## config.mk

```make
export PLATFORM = sky130hd
export DESIGN_NAME = chunked_add_sub
export DESIGN_NICKNAME = d
export VERILOG_FILES = /design/src/rtl/chunked_add_sub.sv
export SDC_FILE = /design/constraint.sdc
export NUM_CORES = 1
export LEC_CHECK = 0
export CAP_MARGIN = 25
export CORE_MARGIN = 4
export CORE_UTILIZATION = 54
export DETAILED_ROUTE_END_ITERATION = 8
export PLACE_DENSITY_LB_ADDON = 0.1
export SYNTH_ARGS = -nofsm -noshare
export SYNTH_HDL_FRONTEND = slang
export SYNTH_SLANG_ARGS = --single-unit
```

## constraint.sdc

```tcl
create_clock -name clk -period 5.9 [get_ports clk]
set_clock_uncertainty 0.2 [all_clocks]
set_input_delay 1.18 -clock clk [delete_from_list [all_inputs] [get_ports clk]]
set_output_delay 1.18 -clock clk [all_outputs]
set_load 0.02 [all_outputs]
```

## src/rtl/chunked_add_sub.sv

```systemverilog
// chunked_add_sub
//   Multi-cycle adder/subtractor. Operands are latched on an input handshake,
//   then added CHUNK bits per cycle with the inter-chunk carry held in a
//   register, so the combinational carry chain is only CHUNK bits long.
//   Zero/carry/overflow/negative flags are latched with the final chunk.
// Ports
//   clk, reset            rising-edge clock, synchronous active-high reset
//   in_valid / in_ready   operand handshake (in_ready high only while idle)
//   a, b, sub             operands; sub=1 computes a + ~b + 1
//   out_valid / out_ready result handshake (out_valid high only in DONE)
//   result                a +/- b modulo 2^WIDTH
//   zero, carry,          result flags; carry on subtract means no borrow
//   overflow, negative
module chunked_add_sub #(
   parameter int WIDTH = 32,
   parameter int CHUNK = 8
) (
   input  logic             clk,
   input  logic             reset,
   input  logic             in_valid,
   output logic             in_ready,
   input  logic [WIDTH-1:0] a,
   input  logic [WIDTH-1:0] b,
   input  logic             sub,
   output logic             out_valid,
   input  logic             out_ready,
   output logic [WIDTH-1:0] result,
   output logic             zero,
   output logic             carry,
   output logic             overflow,
   output logic             negative
);

   localparam int N     = WIDTH / CHUNK;
   localparam int CNT_W = (N > 1) ? $clog2(N) : 1;
   localparam logic [CNT_W-1:0] LAST = CNT_W'(N - 1);
   // Low CHUNK bits set; shifted into place to splice a chunk into result.
   localparam logic [WIDTH-1:0] MASK = {WIDTH{1'b1}} >> (WIDTH - CHUNK);

   typedef enum logic [1:0] {IDLE, RUN, DONE} state_t;

   state_t           state_q, state_d;
   logic [WIDTH-1:0] a_q, a_d;
   logic [WIDTH-1:0] b_q, b_d;          // b already inverted for subtract
   logic             cy_q, cy_d;        // carry between chunks
   logic [CNT_W-1:0] k_q, k_d;
   logic [WIDTH-1:0] result_q, result_d;
   logic             zero_q, zero_d;
   logic             carry_q, carry_d;
   logic             ovf_q, ovf_d;
   logic             neg_q, neg_d;

   logic [31:0]      lo;
   logic [CHUNK-1:0] a_c, b_c;
   logic [CHUNK:0]   sum_c;
   logic [WIDTH-1:0] merged;

   // Shifts rather than indexed part-selects keep chunk selection width-clean
   // for every CHUNK, including CHUNK == WIDTH.
   assign lo     = 32'(k_q) * 32'(CHUNK);
   assign a_c    = CHUNK'(a_q >> lo);
   assign b_c    = CHUNK'(b_q >> lo);
   assign sum_c  = {1'b0, a_c} + {1'b0, b_c} + {{CHUNK{1'b0}}, cy_q};
   assign merged = (result_q & ~(MASK << lo)) | (WIDTH'(sum_c[CHUNK-1:0]) << lo);

   always_comb begin
      state_d  = state_q;
      a_d      = a_q;
      b_d      = b_q;
      cy_d     = cy_q;
      k_d      = k_q;
      result_d = result_q;
      zero_d   = zero_q;
      carry_d  = carry_q;
      ovf_d    = ovf_q;
      neg_d    = neg_q;
      case (state_q)
         IDLE: begin
            if (in_valid) begin
               a_d     = a;
               b_d     = sub ? ~b : b;
               cy_d    = sub;           // +1 of the two's complement negate
               k_d     = '0;
               state_d = RUN;
            end
         end
         RUN: begin
            result_d = merged;
            cy_d     = sum_c[CHUNK];
            k_d      = k_q + CNT_W'(1);
            if (k_q == LAST) begin
               zero_d  = ~|merged;
               carry_d = sum_c[CHUNK];
               neg_d   = merged[WIDTH-1];
               ovf_d   = (a_q[WIDTH-1] == b_q[WIDTH-1]) &&
                         (merged[WIDTH-1] != a_q[WIDTH-1]);
               k_d     = '0;
               state_d = DONE;
            end
         end
         DONE: begin
            if (out_ready) state_d = IDLE;
         end
         default: state_d = IDLE;
      endcase
   end

   always_ff @(posedge clk) begin
      if (reset) begin
         state_q  <= IDLE;
         a_q      <= '0;
         b_q      <= '0;
         cy_q     <= 1'b0;
         k_q      <= '0;
         result_q <= '0;
         zero_q   <= 1'b0;
         carry_q  <= 1'b0;
         ovf_q    <= 1'b0;
         neg_q    <= 1'b0;
      end else begin
         state_q  <= state_d;
         a_q      <= a_d;
         b_q      <= b_d;
         cy_q     <= cy_d;
         k_q      <= k_d;
         result_q <= result_d;
         zero_q   <= zero_d;
         carry_q  <= carry_d;
         ovf_q    <= ovf_d;
         neg_q    <= neg_d;
      end
   end

   assign in_ready  = (state_q == IDLE);
   assign out_valid = (state_q == DONE);
   assign result    = result_q;
   assign zero      = zero_q;
   assign carry     = carry_q;
   assign overflow  = ovf_q;
   assign negative  = neg_q;

endmodule

```

==> flow_summary_export.csv, run 1 <==
group,metric,value,unit
worst_setup_path,crit_buf_inv,2,
final_layout,seqCellArea,2100,um^2
yosys,netlist_area,4750,um^2
placement,dpl.hpwl,8320,um
die,dieArea,10400,um^2
die,coreArea,8380,um^2
worst_setup_path,cp_data_required_time,5.94,ns
grt,first_global_vias,3885,
die,initial_core_util,0.567,
final_layout,syn_to_final_growth,29.0,%
timing,holdWs,0.255,ns
final_layout,layout_commonest_cell,"dfxtp_1",
cts,cts_tree,"yes",
yosys,synth.distinct_cells,43,
detailed_routing,met3_length,795,um
yosys,ys_ff_latch,105,
worst_setup_path,critPathLaunchType,"register",
timing,period_needed,3.80,ns
yosys,async_reset_ff_frac,0,
cts,clk_latency,0.37,ns
cts,root_buffer,"clkbuf_8",
detailed_routing,top_layer,"met4",
power_and_ir_drop,clkPwrFrac,0.315,
cts,clk_pin_slew,0.09,ns
detailed_routing,post-route-drc-count,0,
die,ios,107,
detailed_routing,wl_met2,5810,um
worst_setup_path,worstSetupEndpointType,"register",
detailed_routing,dr.pass1.iters,5,
timing,setup_tns,0,ns
worst_setup_path,timing.rr.start,"k_q[0]",
cts,ctsResizeCount,0,
cts,cts_inserted_buffers,9,
worst_setup_path,critPathMaxFanout,17,
placement,io_buffers,106,
yosys,synth_edf_count,0,
placement,place.gp.congestion,0.914,
worst_setup_path,cp_top_family,"simple AND/OR/NAND/NOR gates",
worst_setup_path,cpMostUsedCell,"fa_1",
worst_setup_path,crit_slowest_cell,"dfxtp_1",
detailed_routing,via_count,4050,
final_layout,fin_cells,721,
grt,antenna_found_initial,0,
final_layout,nets,693,
hold_path,hp-class,"register to register",
power_and_ir_drop,p_leak,2.19,nW
timing,rsz0062_at_grt,"no",
detailed_routing,routedLengthMet1,4690,um
hold_path,min_from,"a_q[16]",
worst_setup_path,cp_cell_sequence,"buf_4, mux4_2, fa_1, inv_1, fa_1, nand2b_1, a21oi_2, o311a_2, nor3_2, or4_1, o31ai_2",
detailed_routing,drtAntennaViolNets,0,
grt,grt_usage,0.232,
detailed_routing,drt_iter0_markers,171,
timing,hold_viol_final,0,
timing,period_share,0.644,
timing,worst_slew_pin_slew,0.896,ns
power_and_ir_drop,p_sw,0.448,mW
grt,grt_overflow,0,
yosys,syn_inst,524,
final_layout,multi_input_area,2480,um^2
die,die_h,102,um
placement,placed_cells,702,
yosys,yosys_most_used_dff,"dfxtp_1",
run,drv_cap,0,
power_and_ir_drop,p_seq_frac,0.486,
run_status,status,"finished, final reports clean",
timing,setup_viol_count_final,0,
cts,clockBufferDepth,2,
power_and_ir_drop,netSwitchingFraction,0.279,
timing,relSlewSlack,0.398,
worst_setup_path,setup.worst_path.start,"k_q[0]",
yosys,avgSynthCellArea,9.07,um^2
cts,clkSinkCount,105,
power_and_ir_drop,ir_drop,169,uV
detailed_routing,vias_per_cell,5.62,
yosys,synthesis.nets,606,
final_layout,drive_gt1_frac,0.0828,
grt,grt_pass1_wl,18900,um
worst_setup_path,max_stage_delay,0.65,ns
die,row_count,33,
timing,slew_violations,0,
yosys,seq_area_frac_synth,0.442,
timing,fmax,0.263,GHz
final_layout,diodes,0,
worst_setup_path,critical_path_class,"register to register",
cts,postCtsSetupBuffers,0,
detailed_routing,post_drt_wl_per_cell,16.0,um
cts,htree_levels,3,
worst_setup_path,worstPathArrival,3.84,ns
final_layout,fill_cells,665,
power_and_ir_drop,p_comb_frac,0.199,
grt,grt_max_degree,107,
die,die_w,102,um
power_and_ir_drop,p_int,1.16,mW
yosys,ys_warn_count,0,
detailed_routing,drt_wl_total,11500,um
cts,hold_buffers,0,
power_and_ir_drop,p_per_area,261,nW/um^2
final_layout,final_cell_mix,"dfxtp_1, clkdlybuf4s50_1, nor2_1",
## synth_stat cells, types with 3 or more instances
| library cell | number | share of area |
|---|---|---|
| dfxtp_1 | 105 | 0.44 |
| nor2_1 | 80 | 0.063 |
| nand2_1 | 72 | 0.057 |
| a21oi_1 | 43 | 0.045 |
| xnor2_1 | 34 | 0.063 |
| a211oi_1 | 33 | 0.052 |
| a22oi_1 | 32 | 0.051 |
| clkbuf_1 | 25 | 0.020 |
| mux4_2 | 16 | 0.076 |
| ha_1 | 11 | 0.029 |
| nor3_1 | 9 | 0.0095 |
| inv_1 | 8 | 0.0063 |
| buf_1 | 5 | 0.0039 |
| buf_2 | 5 | 0.0053 |
| nand2b_1 | 4 | 0.0053 |
| nand3_1 | 4 | 0.0042 |
| nor4_1 | 4 | 0.0053 |
| o21ai_0 | 3 | 0.0032 |
## path summary, 6_finish.rpt
kind                  end  slack [ns]  cells past startpoint
hold / removal    a_q[16]        0.26                      2
hold reg to reg   a_q[16]        0.26                      2
setup / recovery     zero        2.10                     11
setup reg to reg     zero        2.10                     11
## metal layers
| layer | vias to the layer above | GRT usage |
|---|---|---|
| met3 | 24 | 0.0444 |
| met5 | - | 0 |
| met2 | 123 | 0.401 |
| met4 | 0 | 0.0848 |
| li1 | 2017 | - |
| met1 | 1886 | 0.290 |
## sequential cells by signal, summed over array words and instances (netlist names)
register and flops:
negative 1, result 32, a_q 32, zero 1
b_q 32, k_q 2, carry 1, overflow 1
cy_q 1, state_q 2
## power groups by stage
stage | Sequential, mW | Clock, mW | Combinational [mW]
after CTS | 0.780 | 0.511 | 0.314
after floorplan | 0.790 | 0 | 0.196
final | 0.778 | 0.506 | 0.319
after detailed placement | 0.796 | 0 | 0.313
after global routing | 0.784 | 0.540 | 0.351
after global placement | 0.794 | 0 | 0.305
## worst reg2reg max path: cells and delay by family (launching register included)
family | cells | cell delay [ns]
AND/OR/NAND/NOR | 3 | 0.69
flip-flops | 1 | 0.65
adder cells (fa/ha/maj) | 2 | 0.61
multiplexers | 1 | 0.55
AO/OA/AOI/OAI | 3 | 0.49
buffers and inverters | 2 | 0.47
## area by class of cell
cell class | instances | area share
Sequential cell | 105 | 0.343
Clock buffer | 10 | 0.0224
Multi-Input combinational cell | 375 | 0.404
Tap cell | 105 | 0.0214
Inverter | 8 | 0.00490
Clock inverter | 6 | 0.0155
Timing Repair Buffer | 112 | 0.189
## stage by stage
stage	total power [mW]	util	cell area (um^2)	setup WS [ns]
floorplan	0.987	-	4750	2.61
global placement	1.10	0.693	5810	2.21
detailed placement	1.11	0.696	5840	2.10
CTS	1.60	0.724	6070	2.08
global route	1.68	0.731	6130	1.78
finish	1.60	0.731	6130	2.10
## cell families after synthesis
logic type	synth area share
buf+inv	0.0369
mux	0.0758
simple gates	0.163
flops	0.442
fa+ha+maj	0.0374
compound gates	0.180
xor+xnor	0.0645
Note: power is estimated with default switching activity, not from simulation.
==> run 2, diff against run 1 <==
Settings changed: CORE_UTILIZATION 54 to 50.
Clock period 5.9 ns to 3.9 ns, I/O delays scaled along.
==> run 2 against run 1 <==
First-iteration DRC count up 30%; clock-buffer cell count grew 1; combinational power up 50%; clock power up 44%; critical path depth unchanged; wire length increased by 3.2%; highest routed layer unchanged; power is 49% higher; flip-flop and latch count unchanged; final cell count up 3.6%; maximum frequency grew 13%.
==> flow_summary_export.csv, run 2 (synthesized netlist as in run 1, its figures left out) <==
group,metric,value,unit
power_and_ir_drop,totalPowerFinal,2.39,mW
grt,grt_overflow,0,
die,die_w,105,um
power_and_ir_drop,p_comb_frac,0.201,
worst_setup_path,worstSetupEndpointType,"register",
worst_setup_path,timing.rr.start,"k_q[0]",
worst_setup_path,critPathMaxFanout,8,
grt,grt_max_degree,98,
detailed_routing,post-route-drc-count,0,
grt,antenna_found_initial,0,
detailed_routing,drt_iter0_markers,223,
die,ios,107,
timing,hold_viol_final,0,
final_layout,fin_util,0.663,
power_and_ir_drop,p_leak,2.18,nW
worst_setup_path,worstPathArrival,3.41,ns
power_and_ir_drop,ir_drop,239,uV
timing,worst_slew_pin_slew,1.01,ns
detailed_routing,post_drt_wl_per_cell,16.0,um
power_and_ir_drop,p_sw,0.683,mW
die,row_count,35,
placement,io_buffers,106,
power_and_ir_drop,p_seq_frac,0.493,
worst_setup_path,critPathLaunchType,"register",
timing,setup_tns,0,ns
final_layout,syn_to_final_growth,28.8,%
timing,slew_violations,0,
worst_setup_path,cp_data_required_time,3.95,ns
timing,relSlewSlack,0.324,
die,initial_core_util,0.514,
grt,first_global_vias,4067,
power_and_ir_drop,p_int,1.70,mW
cts,hold_buffers,0,
final_layout,drive_gt1_frac,0.0858,
placement,place.gp.congestion,0.840,
worst_setup_path,critical_path_class,"register to register",
hold_path,min_from,"a_q[24]",
detailed_routing,dr.pass1.iters,5,
cts,clkSinkCount,105,
hold_path,hp-class,"register to register",
worst_setup_path,setup.worst_path.start,"k_q[0]",
timing,fmax,0.297,GHz
cts,clockBufferDepth,2,
detailed_routing,vias_per_cell,5.41,
cts,postCtsSetupBuffers,0,
cts,cts_inserted_buffers,9,
grt,grt_usage,0.221,
grt,grt_pass1_wl,19800,um
cts,clk_latency,0.37,ns
final_layout,layout_commonest_cell,"dfxtp_1",
detailed_routing,drtAntennaViolNets,0,
die,coreArea,9240,um^2
die,dieArea,11100,um^2
timing,period_share,0.862,
power_and_ir_drop,p_per_area,390,nW/um^2
cts,root_buffer,"clkbuf_8",
final_layout,nets,695,
final_layout,final_cell_mix,"dfxtp_1, clkdlybuf4s50_1, nor2_1",
timing,setup_viol_count_final,0,
timing,period_needed,3.36,ns
final_layout,diodes,0,
detailed_routing,drt_wl_total,11900,um
run_status,status,"finished, final reports clean",
timing,rsz0062_at_grt,"no",
power_and_ir_drop,netSwitchingFraction,0.286,
cts,cts_tree,"yes",
power_and_ir_drop,clkPwrFrac,0.306,
detailed_routing,via_count,4038,
run,drv_cap,0,
cts,ctsResizeCount,0,
cts,htree_levels,3,
die,die_h,105,um
cts,clk_pin_slew,0.10,ns
placement,dpl.hpwl,8920,um
-- run 2: cell types whose count changed in the layout (fill, tap and decap cells not counted), sizes merged --
| cell | before | now |
|---|---|---|
| clkbuf | 10 | 11 |
| inv | 11 | 12 |
| bufinv | 2 | 1 |
| buf | 8 | 10 |
| clkinv | 1 | 0 |
-- run 2: cell type report --
type	instances	area, um^2
Fill cell	782	3120
Inverter	8	30.0
Multi-Input combinational cell	375	2480
Timing Repair Buffer	114	1130
Clock inverter	5	67.6
Tap cell	129	161
Sequential cell	105	2100
Clock buffer	11	151
-- run 2: metrics by stage --
| step | setup WS (ns) | hold WS, ns | std cells | area, um^2 |
|---|---|---|---|---|
| 2_1_floorplan | 0.614 | 0.233 | 524 | 4750 |
| 3_3_place_gp | 0.619 | 0.244 | 730 | 5890 |
| 3_5_place_dp | 0.561 | 0.249 | 731 | 5900 |
| 4_1_cts | 0.534 | 0.264 | 747 | 6120 |
| 5_1_grt | 0.295 | 0.285 | 747 | 6120 |
| 6_report | 0.537 | 0.260 | 747 | 6120 |
-- run 2: critical path, stage by stage, from the launching register on --
cell and delay (ns):
dfxtp_1 0.38, buf_4 0.20, mux4_2 0.53, fa_1 0.44
inv_1 0.08, fa_1 0.19, nand2b_1 0.16, a21oi_2 0.09
o311a_2 0.36, nor3_2 0.35, or4_1 0.20, o31ai_2 0.06
-- run 2: final timing paths --
path	cells after the start	to	slack (ns)
setup / recovery	11	zero	0.54
hold / removal	2	a_q[24]	0.26
setup reg to reg	11	zero	0.54
hold reg to reg	2	a_q[24]	0.26
-- run 2: metal layers --
metal  track usage  routed length (um)  vias to the layer above
li1              -                   -                     2019
met1         0.269                4930                     1894
met2         0.389                6230                      106
met3        0.0527                 526                       19
met4        0.0638                 232                        0
met5             0                   0                        -
-- run 2: power groups by stage --
| stage | logic, mW | registers, mW | clock network, mW |
|---|---|---|---|
| finish | 0.480 | 1.18 | 0.730 |
| detailed placement | 0.480 | 1.20 | 0 |
| CTS | 0.482 | 1.18 | 0.746 |
| floorplan | 0.297 | 1.20 | 0 |
| global route | 0.531 | 1.19 | 0.788 |
| global placement | 0.471 | 1.20 | 0 |
